[config.mk]
export PLATFORM = sky130hd
export DESIGN_NAME = apb_rr_master_flat
export DESIGN_NICKNAME = d
export VERILOG_FILES = /design/src/rtl/apb_rr_master_if.sv /design/src/rtl/apb_rr_master.sv /design/src/flat_wrapper.sv
export SDC_FILE = /design/constraint.sdc
export NUM_CORES = 1
export LEC_CHECK = 0
export BUFFER_PORTS_ARGS = -buffer_cell sky130_fd_sc_hd__buf_2
export CORE_AREA = 2 2 113 115
export CTS_BUF_LIST = sky130_fd_sc_hd__clkbuf_4 sky130_fd_sc_hd__clkbuf_8 sky130_fd_sc_hd__clkbuf_16
export DETAILED_ROUTE_END_ITERATION = 8
export DIE_AREA = 0 0 115 117
export PLACE_DENSITY = 0.71
export SYNTH_ARGS = -nofsm -noshare
export SYNTH_HDL_FRONTEND = slang
export SYNTH_SLANG_ARGS = --single-unit
[constraint.sdc]
create_clock -name PCLK -period 1.9 [get_ports PCLK]
set_input_delay 0.38 -clock PCLK [delete_from_list [all_inputs] [get_ports PCLK]]
set_output_delay 0.38 -clock PCLK [all_outputs]
set_load 0.02 [all_outputs]
[src/rtl/apb_rr_master_if.sv]
// APB bus bundle between the round-robin master and a single slave.
interface apb_rr_master_if;
    logic        PSEL;
    logic        PENABLE;
    logic        PWRITE;
    logic [31:0] PADDR;
    logic [31:0] PWDATA;
    logic [3:0]  PSTRB;
    logic [2:0]  PPROT;
    logic [31:0] PRDATA;
    logic        PREADY;
    logic        PSLVERR;

    modport master (
        output PSEL, PENABLE, PWRITE, PADDR, PWDATA, PSTRB, PPROT,
        input  PRDATA, PREADY, PSLVERR
    );

    modport slave (
        input  PSEL, PENABLE, PWRITE, PADDR, PWDATA, PSTRB, PPROT,
        output PRDATA, PREADY, PSLVERR
    );
endinterface

[src/rtl/apb_rr_master.sv]
// APB master shared by N_REQ requesters through a round-robin arbiter,
// with a per-transfer PREADY timeout.
module apb_rr_master #(
    parameter int unsigned N_REQ   = 2,
    parameter int unsigned TIMEOUT = 16
) (
    input  logic                 PCLK,
    input  logic                 PRESETn,
    input  logic [N_REQ-1:0]     req_valid,
    input  logic [N_REQ-1:0]     req_write,
    input  logic [32*N_REQ-1:0]  req_addr,
    input  logic [32*N_REQ-1:0]  req_wdata,
    input  logic [4*N_REQ-1:0]   req_strb,
    output logic [N_REQ-1:0]     req_ready,
    output logic [N_REQ-1:0]     rsp_valid,
    output logic [31:0]          rsp_rdata,
    output logic                 rsp_err,
    output logic                 busy,
    apb_rr_master_if.master      apb
);
    localparam int unsigned GW = $clog2(N_REQ);
    localparam int unsigned CW = $clog2(TIMEOUT);

    typedef enum logic [1:0] {StIdle, StSetup, StAccess} state_e;

    state_e          state_q, state_d;
    logic [GW-1:0]   last_grant_q;
    logic [GW-1:0]   grant_q;
    logic [GW-1:0]   grant_idx;
    logic [GW-1:0]   cand;
    logic            grant_found;
    logic [CW-1:0]   wait_q;
    logic            timeout_hit;
    logic [31:0]     paddr_q;
    logic [31:0]     pwdata_q;
    logic [3:0]      pstrb_q;
    logic            pwrite_q;
    logic [N_REQ-1:0] rsp_valid_q;
    logic [31:0]     rsp_rdata_q;
    logic            rsp_err_q;

    // Search starts one past the last grant so every requester is served in turn.
    always_comb begin
        grant_found = 1'b0;
        grant_idx   = '0;
        cand        = '0;
        for (int i = 1; i <= int'(N_REQ); i++) begin
            cand = GW'((int'(last_grant_q) + i) % int'(N_REQ));
            if (!grant_found && req_valid[cand]) begin
                grant_found = 1'b1;
                grant_idx   = cand;
            end
        end
    end

    assign timeout_hit = (wait_q == CW'(TIMEOUT - 1)) && !apb.PREADY;

    always_comb begin
        state_d   = state_q;
        req_ready = '0;
        unique case (state_q)
            StIdle: begin
                if (grant_found) begin
                    state_d              = StSetup;
                    req_ready[grant_idx] = 1'b1;
                end
            end
            StSetup:  state_d = StAccess;
            StAccess: if (apb.PREADY || timeout_hit) state_d = StIdle;
            default:  state_d = StIdle;
        endcase
    end

    always_ff @(posedge PCLK or negedge PRESETn) begin
        if (!PRESETn) state_q <= StIdle;
        else          state_q <= state_d;
    end

    always_ff @(posedge PCLK or negedge PRESETn) begin
        if (!PRESETn) begin
            last_grant_q <= GW'(N_REQ - 1);
            grant_q      <= '0;
            wait_q       <= '0;
            paddr_q      <= '0;
            pwdata_q     <= '0;
            pstrb_q      <= '0;
            pwrite_q     <= 1'b0;
            rsp_valid_q  <= '0;
            rsp_rdata_q  <= '0;
            rsp_err_q    <= 1'b0;
        end else begin
            rsp_valid_q <= '0;
            unique case (state_q)
                StIdle: begin
                    if (grant_found) begin
                        last_grant_q <= grant_idx;
                        grant_q      <= grant_idx;
                        paddr_q      <= req_addr[32*grant_idx +: 32];
                        pwdata_q     <= req_wdata[32*grant_idx +: 32];
                        pwrite_q     <= req_write[grant_idx];
                        // Reads never carry byte strobes on the bus.
                        pstrb_q      <= req_write[grant_idx] ? req_strb[4*grant_idx +: 4] : 4'b0000;
                    end
                end
                StSetup: wait_q <= '0;
                StAccess: begin
                    if (apb.PREADY) begin
                        rsp_valid_q[grant_q] <= 1'b1;
                        rsp_err_q            <= apb.PSLVERR;
                        rsp_rdata_q          <= pwrite_q ? 32'h0 : apb.PRDATA;
                    end else if (timeout_hit) begin
                        rsp_valid_q[grant_q] <= 1'b1;
                        rsp_err_q            <= 1'b1;
                        rsp_rdata_q          <= 32'h0;
                    end else begin
                        wait_q <= wait_q + 1'b1;
                    end
                end
                default: ;
            endcase
        end
    end

    assign apb.PSEL    = (state_q != StIdle);
    assign apb.PENABLE = (state_q == StAccess);
    assign apb.PWRITE  = pwrite_q;
    assign apb.PADDR   = paddr_q;
    assign apb.PWDATA  = pwdata_q;
    assign apb.PSTRB   = pstrb_q;
    assign apb.PPROT   = 3'b000;

    assign rsp_valid = rsp_valid_q;
    assign rsp_rdata = rsp_rdata_q;
    assign rsp_err   = rsp_err_q;
    assign busy      = (state_q != StIdle);
endmodule

[src/flat_wrapper.sv]
// flat-port wrapper written by rule: the top's interface ports become plain ports
module apb_rr_master_flat 
#(
    parameter int unsigned N_REQ   = 2,
    parameter int unsigned TIMEOUT = 16
)
  (PCLK, PRESETn, req_valid, req_write, req_addr, req_wdata, req_strb, req_ready, rsp_valid, rsp_rdata, rsp_err, busy, apb_PSEL, apb_PENABLE, apb_PWRITE, apb_PADDR, apb_PWDATA, apb_PSTRB, apb_PPROT, apb_PRDATA, apb_PREADY, apb_PSLVERR);
  apb_rr_master_if apb_i ();
  input  logic PCLK;
  input  logic PRESETn;
  input  logic [N_REQ-1:0] req_valid;
  input  logic [N_REQ-1:0] req_write;
  input  logic [32*N_REQ-1:0] req_addr;
  input  logic [32*N_REQ-1:0] req_wdata;
  input  logic [4*N_REQ-1:0] req_strb;
  output logic [N_REQ-1:0] req_ready;
  output logic [N_REQ-1:0] rsp_valid;
  output logic [31:0] rsp_rdata;
  output logic rsp_err;
  output logic busy;
  output wire logic [$bits(apb_i.PSEL)-1:0] apb_PSEL;
  output wire logic [$bits(apb_i.PENABLE)-1:0] apb_PENABLE;
  output wire logic [$bits(apb_i.PWRITE)-1:0] apb_PWRITE;
  output wire logic [$bits(apb_i.PADDR)-1:0] apb_PADDR;
  output wire logic [$bits(apb_i.PWDATA)-1:0] apb_PWDATA;
  output wire logic [$bits(apb_i.PSTRB)-1:0] apb_PSTRB;
  output wire logic [$bits(apb_i.PPROT)-1:0] apb_PPROT;
  input wire logic [$bits(apb_i.PRDATA)-1:0] apb_PRDATA;
  input wire logic [$bits(apb_i.PREADY)-1:0] apb_PREADY;
  input wire logic [$bits(apb_i.PSLVERR)-1:0] apb_PSLVERR;
  assign apb_PSEL = apb_i.PSEL;
  assign apb_PENABLE = apb_i.PENABLE;
  assign apb_PWRITE = apb_i.PWRITE;
  assign apb_PADDR = apb_i.PADDR;
  assign apb_PWDATA = apb_i.PWDATA;
  assign apb_PSTRB = apb_i.PSTRB;
  assign apb_PPROT = apb_i.PPROT;
  assign apb_i.PRDATA = apb_PRDATA;
  assign apb_i.PREADY = apb_PREADY;
  assign apb_i.PSLVERR = apb_PSLVERR;
  apb_rr_master #(.N_REQ(N_REQ), .TIMEOUT(TIMEOUT)) u_core (.PCLK(PCLK), .PRESETn(PRESETn), .req_valid(req_valid), .req_write(req_write), .req_addr(req_addr), .req_wdata(req_wdata), .req_strb(req_strb), .req_ready(req_ready), .rsp_valid(rsp_valid), .rsp_rdata(rsp_rdata), .rsp_err(rsp_err), .busy(busy), .apb(apb_i));
endmodule
==> impl_results.md, run 1 <==
* Commonest non-fill, non-tap cells in the layout: buf_2, dfrtp_1, inv_1
* Largest net degree at the start of global routing at 113
* Die area at 13500 um2
* Fillers at 1074
* Total grt overflow at 0
* Die X at 115 um
* Synth Cell Area at 4500 um2
* Row count at 41
* Worst Clk Skew at 0.00885 ns
* CP max stage delay at 0.41 ns
* Vias at 4121
* Register area at 2800 um2
* Worst-Margin Slew at 0.562 ns
* Global Route Usage Sum at 17.3%
* Critical path's slowest cell: dfrtp_1
* Post-Place Cells at 769
* Hold Buf Count CTS at 0
* Tmin final at 1.81 ns
* Nets at 807
* Via density per instance at 5.25
* First-pass GRT wire length at 18.3 mm
* IO Port Bufs at 284
* Cell count after synthesis at 357
* Residual DRC at 9
* Drt wl/cell at 16.1 um
* DR pass1 iterations at 9
* Final setup viols at 0
* Final Cycle Share at 95.1%
* Most common cell after layout, fill and taps aside: buf_2
* Max Cap Viol at 0
* Clock tree buffer depth at 2
* Crit Path Class: reg -> out
* WP data arrival at 1.43 ns
* Vias in the first global route at 3770
* Largest vdd supply drop at 939 uV
* Slew HR at 62.5%
* Root buf cell: clkbuf_16
* Worst endpoint required time at 1.52 ns
* Fin. Hold Viols at 0
* CP endpoint kind: output port
* Failing checks: DRC
* Layout cell share with drive strength beyond 1 at 50.1%
* Multi-input combinational cell area at 1240 um2
* RSZ-0062 raised after global routing: false
* Fmax at 553 MHz
* Clk_lat worst skew at 0.34 ns
* Pleak at 3.62 nW
* GP Congestion at 0.765
* Yosys warnings at 0
* DPL Wire Length at 9.28 mm
* Synth cell types at 30
* Crit path cell chain: nor2_2 > and3_4 > buf_2
* Pwr dens at 1760 nW/um2
* Synthesized flop and latch total at 112
* Final ANT Viol Nets at 0
* Initial antenna violation count at 0
* Layout overhead on the synthesized area at 40.5%
* Min-delay worst type: in -> async
* Seq/Total Area, Yosys at 62.4%
* Crit Path Max Fanout at 4
* TritonCTS buffer count at 9
* N_diodes at 0
* Slew Viols, Final at 0
* CP Launch Type: register
* Post-Layout Cell Count at 785
* Clock transition at the registers of the reported paths at 0.07 ns
* Die height at 117 um
* Accumulated negative setup slack at 0 ns
* Run status: complete, but fails checks
* H-tree depth at 3
* Starting Density at 36.5%
* Syn Area/Cell at 12.6 um2
* CTS tree: yes
* Ports at 288
* First DRT Iteration DRCs at 435
* CTS Sinks at 112
* Final WL at 12.6 mm
* Total core area at 12300 um2
synthesized netlist by cell type, drive strengths merged:
cell    instances  area share (%)
nand2b          2            0.28
clkbuf         12             1.0
mux2i           4            0.89
inv            70             5.8
nand3           3            0.33
buf            21             3.7
o211ai          2            0.33
or3b            1            0.19
a21oi           1            0.11
ha              1            0.28
a22o           32             6.2
a222oi         64              14
and2b           1            0.17
nor2            5            0.42
a21boi          1            0.42
conb            1           0.083
a21o            2            0.33
a22oi           1            0.28
o21ai           8            0.97
dfrtp         111              62
and3            2            0.39
dfstp           1            0.58
and2            1            0.14
o31ai           2            0.33
nand2           8            0.67
where the power goes:
part	switching, W	internal, W	leakage [nW]
Sequential	0.000659	0.00350	1.41
Clock	0.000838	0.000910	0.133
Combinational	0.00320	0.00203	2.08
worst max-delay path, delay by kind of cell (launching register included):
family,cells,cell delay (ns)
DFF,1,0.41
buffers and inverters,1,0.19
and+or+nand+nor,2,0.49
per-layer routing:
metal	vias to the layer above	track usage, %	wire length, um
li1	1877	-	-
met1	2008	20.8	4910
met2	232	31.1	6540
met3	4	4.43	1140
met4	0	4.10	53
met5	-	0	0
final timing paths:
kind / start / endpoint / slack (ns) / cells after the start
hold / removal: PRESETn / u_core.grant_q / 0.12 / 2
setup / recovery: u_core.state_q[1] / req_ready[0] / 0.09 / 3
hold reg to reg: u_core.grant_q / u_core.rsp_valid[0] / 0.46 / 1
max in group asynchronous: PRESETn / u_core.apb.PWDATA[10] / 1.37 / 2
setup reg to reg: u_core.wait_q[0] / u_core.wait_q[2] / 0.13 / 5
min in group PCLK: req_wdata[44] / u_core.apb.PWDATA[12] / 0.25 / 3
per-stage QoR:
| stage | area (um2) | utilization (%) | hold WS [ns] | power [W] | setup WS (ns) |
|---|---|---|---|---|---|
| 2_1_floorplan | 4500 | - | 0.0844 | 0.00755 | 0.265 |
| 3_3_place_gp | 6040 | 49.0 | 0.444 | 0.00926 | 0.228 |
| 3_5_place_dp | 6040 | 49.0 | 0.457 | 0.00944 | 0.136 |
| 4_1_cts | 6310 | 51.3 | 0.137 | 0.0112 | 0.0489 |
| 5_1_grt | 6320 | 51.3 | 0.169 | 0.0119 | 0.0214 |
| 6_report | 6320 | 51.3 | 0.124 | 0.0111 | 0.0930 |
registers in the layout (all words and copies together), names as in the netlist:
name / count
u_core.rsp_valid: 2
u_core.apb.PWRITE: 1
u_core.wait_q: 4
u_core.rsp_err: 1
u_core.apb.PSTRB: 4
u_core.grant_q: 1
u_core.last_grant_q: 1
u_core.apb.PADDR: 32
u_core.rsp_rdata: 32
u_core.apb.PWDATA: 32
u_core.state_q: 2
logic make-up after synthesis:
logic type,share of synthesized area [%]
adders and majority gates,0.278
buffers and inverters,10.5
muxes,0.891
AOI/OAI and AO/OA,23.3
and+or+nand+nor,2.59
other,0.0834
DFF,62.4
what timing repair did:
item	CTS	global route
endpoints found under the setup margin	2	1
cloned	0	0
setup buffers	0	0
gates resized for setup	1	1
final cells by class:
type / instances / share of cell area (%)
clock buffers: 10 / 3.68
clock inverters: 6 / 0.674
inverters: 70 / 4.16
multi-input cells: 144 / 19.7
flip-flops and latches: 112 / 44.4
well taps: 150 / 2.97
repair buffers: 293 / 24.4
Power figures use the tool's default switching activity.
==> run 2, diff against run 1 <==
==> constraint.sdc (replaced) <==
create_clock -name PCLK -period 1.9 [get_ports PCLK]
set_input_delay 0.38 -clock PCLK [delete_from_list [all_inputs] [get_ports PCLK]]
set_output_delay 0.38 -clock PCLK [all_outputs]
set_load 0.1 [all_outputs]
==> impl_results.md, run 2 (synthesis results as in run 1) <==
* IO Port Bufs at 284
* Critical path origin: u_core.last_grant_q
* CTS Sinks at 112
* CP endpoint kind: output port
* Drt wl/cell at 16.3 um
* Tmin final at 1.82 ns
* WP buf/inv at 2
* Vias at 4149
* Fin. Hold Viols at 0
* Layout cell share with drive strength beyond 1 at 50.4%
* Total core area at 12300 um2
* Reg-to-reg startpoint: u_core.wait_q[0]
* Most common cell after layout, fill and taps aside: buf_2
* Die area at 13500 um2
* Most frequent CP cell: buf_12
* Ports at 288
* First DRT Iteration DRCs at 366
* Clock transition at the registers of the reported paths at 0.07 ns
* Die height at 117 um
* First-pass GRT wire length at 18.6 mm
* Multi-input combinational cell area at 1240 um2
* CTS tree: yes
* Accumulated negative setup slack at 0 ns
* Final ANT Viol Nets at 0
* Cells on worst reg2reg path at 5
* Run status: complete, no violations
* GP Congestion at 0.770
* Fmax at 549 MHz
* Worst-Margin Slew at 0.614 ns
* N_diodes at 0
* Global Route Usage Sum at 17.7%
* Crit path cell chain: nand2b_1 > and3_4 > buf_12 > buf_12
* Worst Clk Skew at 0.0104 ns
* Post-Place Cells at 772
* Starting Density at 36.5%
* Fillers at 1094
* Final worst slack at 0.0787 ns
* Clock tree buffer depth at 2
* Register area at 2800 um2
* Row count at 41
* Worst slack, placed at 0.121 ns
* Top delay family on crit path: flip-flops
* Final Cycle Share at 95.9%
* Clk_lat worst skew at 0.34 ns
* Largest net degree at the start of global routing at 113
* DPL Wire Length at 9.43 mm
* Min-delay worst type: in -> async
* Layout overhead on the synthesized area at 43.1%
* Slew Viols, Final at 0
* Crit Path Class: reg -> out
* Reg2reg end: u_core.wait_q[2]
* Final Util at 52.2%
* Worst endpoint required time at 1.52 ns
* CP max stage delay at 0.53 ns
* Crit Path Max Fanout at 2
* Stages on worst setup path at 4
* Root buf cell: clkbuf_16
* Nets at 812
* Final setup viols at 0
* Via density per instance at 5.26
* Critical path's slowest cell: dfstp_2
* WP data arrival at 1.44 ns
* Post-Layout Cell Count at 789
* Initial antenna violation count at 0
* Final WL at 12.9 mm
* Vias in the first global route at 3947
* CP Launch Type: register
* Slack of the worst reg-to-reg path at 0.09 ns
* Max Cap Viol at 0
* RSZ-0062 raised after global routing: false
* Residual DRC at 0
* Slew HR at 59.1%
* TritonCTS buffer count at 9
* H-tree depth at 3
* Commonest non-fill, non-tap cells in the layout: buf_2, dfrtp_1, inv_1
* Crit path to: req_ready[0]
* Total grt overflow at 0
* Die X at 115 um
* DR pass1 iterations at 9
-- run 2: cell count changes in the layout (fill, tap and decap cells not counted), moves of 2 or more --
cell        change
clkinvlp_4      -2
buf_12          +4
buf_4           +3
buf_2           -2
-- run 2: how the worst min path moves through the flow --
| stage | end | depth (start not counted) |
|---|---|---|
| 2_1_floorplan | u_core.apb.PADDR[0] | 0 |
| 3_3_place_gp | u_core.rsp_valid[0] | 1 |
| 3_5_place_dp | u_core.rsp_valid[0] | 1 |
| 4_1_cts | u_core.rsp_rdata[25] | 2 |
| 5_1_grt | u_core.rsp_rdata[25] | 2 |
| 6_report | u_core.rsp_rdata[25] | 2 |
-- run 2: layer usage --
| layer | GRT usage [%] | wire, um | part of all wire (%) | vias to the layer above |
|---|---|---|---|---|
| met5 | 0 | 0 | 0 | - |
| met3 | 4.07 | 1090 | 8.4 | 20 |
| met1 | 20.2 | 4940 | 38 | 2002 |
| li1 | - | - | - | 1884 |
| met4 | 6.35 | 212 | 1.6 | 0 |
| met2 | 32.6 | 6630 | 52 | 243 |
-- run 2: area by class of cell --
type / count / area share (%)
well taps: 150 / 2.92
clock inverters: 4 / 0.817
multi-input cells: 144 / 19.3
flip-flops and latches: 112 / 43.6
repair buffers: 298 / 25.4
inverters: 70 / 4.09
clock buffers: 11 / 3.83
-- run 2: worst reg2reg max path, stage by stage (launching register included) --
cell,delay [ns]
dfrtp_1,0.41
ha_1,0.22
and3_1,0.20
or3b_1,0.48
o211ai_1,0.23
o31ai_1,0.13
-- run 2: stage by stage --
| stage | hold slack, ns | area, um2 |
|---|---|---|
| final | 0.0626 | 6430 |
| after detailed placement | 0.455 | 6120 |
| after CTS | 0.139 | 6430 |
| after global placement | 0.440 | 6120 |
| after global routing | 0.132 | 6430 |
| after floorplan | 0.0844 | 4510 |
-- run 2: timing repair --
item / CTS / global route
endpoints found under the hold margin: 0 / 0
gates resized for setup: 0 / 1
hold buffers: 0 / 0
buffers inserted: 2 / 0
setup endpoints to repair: 1 / 1
Power of run 2 is left out: the tool's default activity adds up to more than one toggle a clock period on the data nets, which glitch-free logic cannot reach.
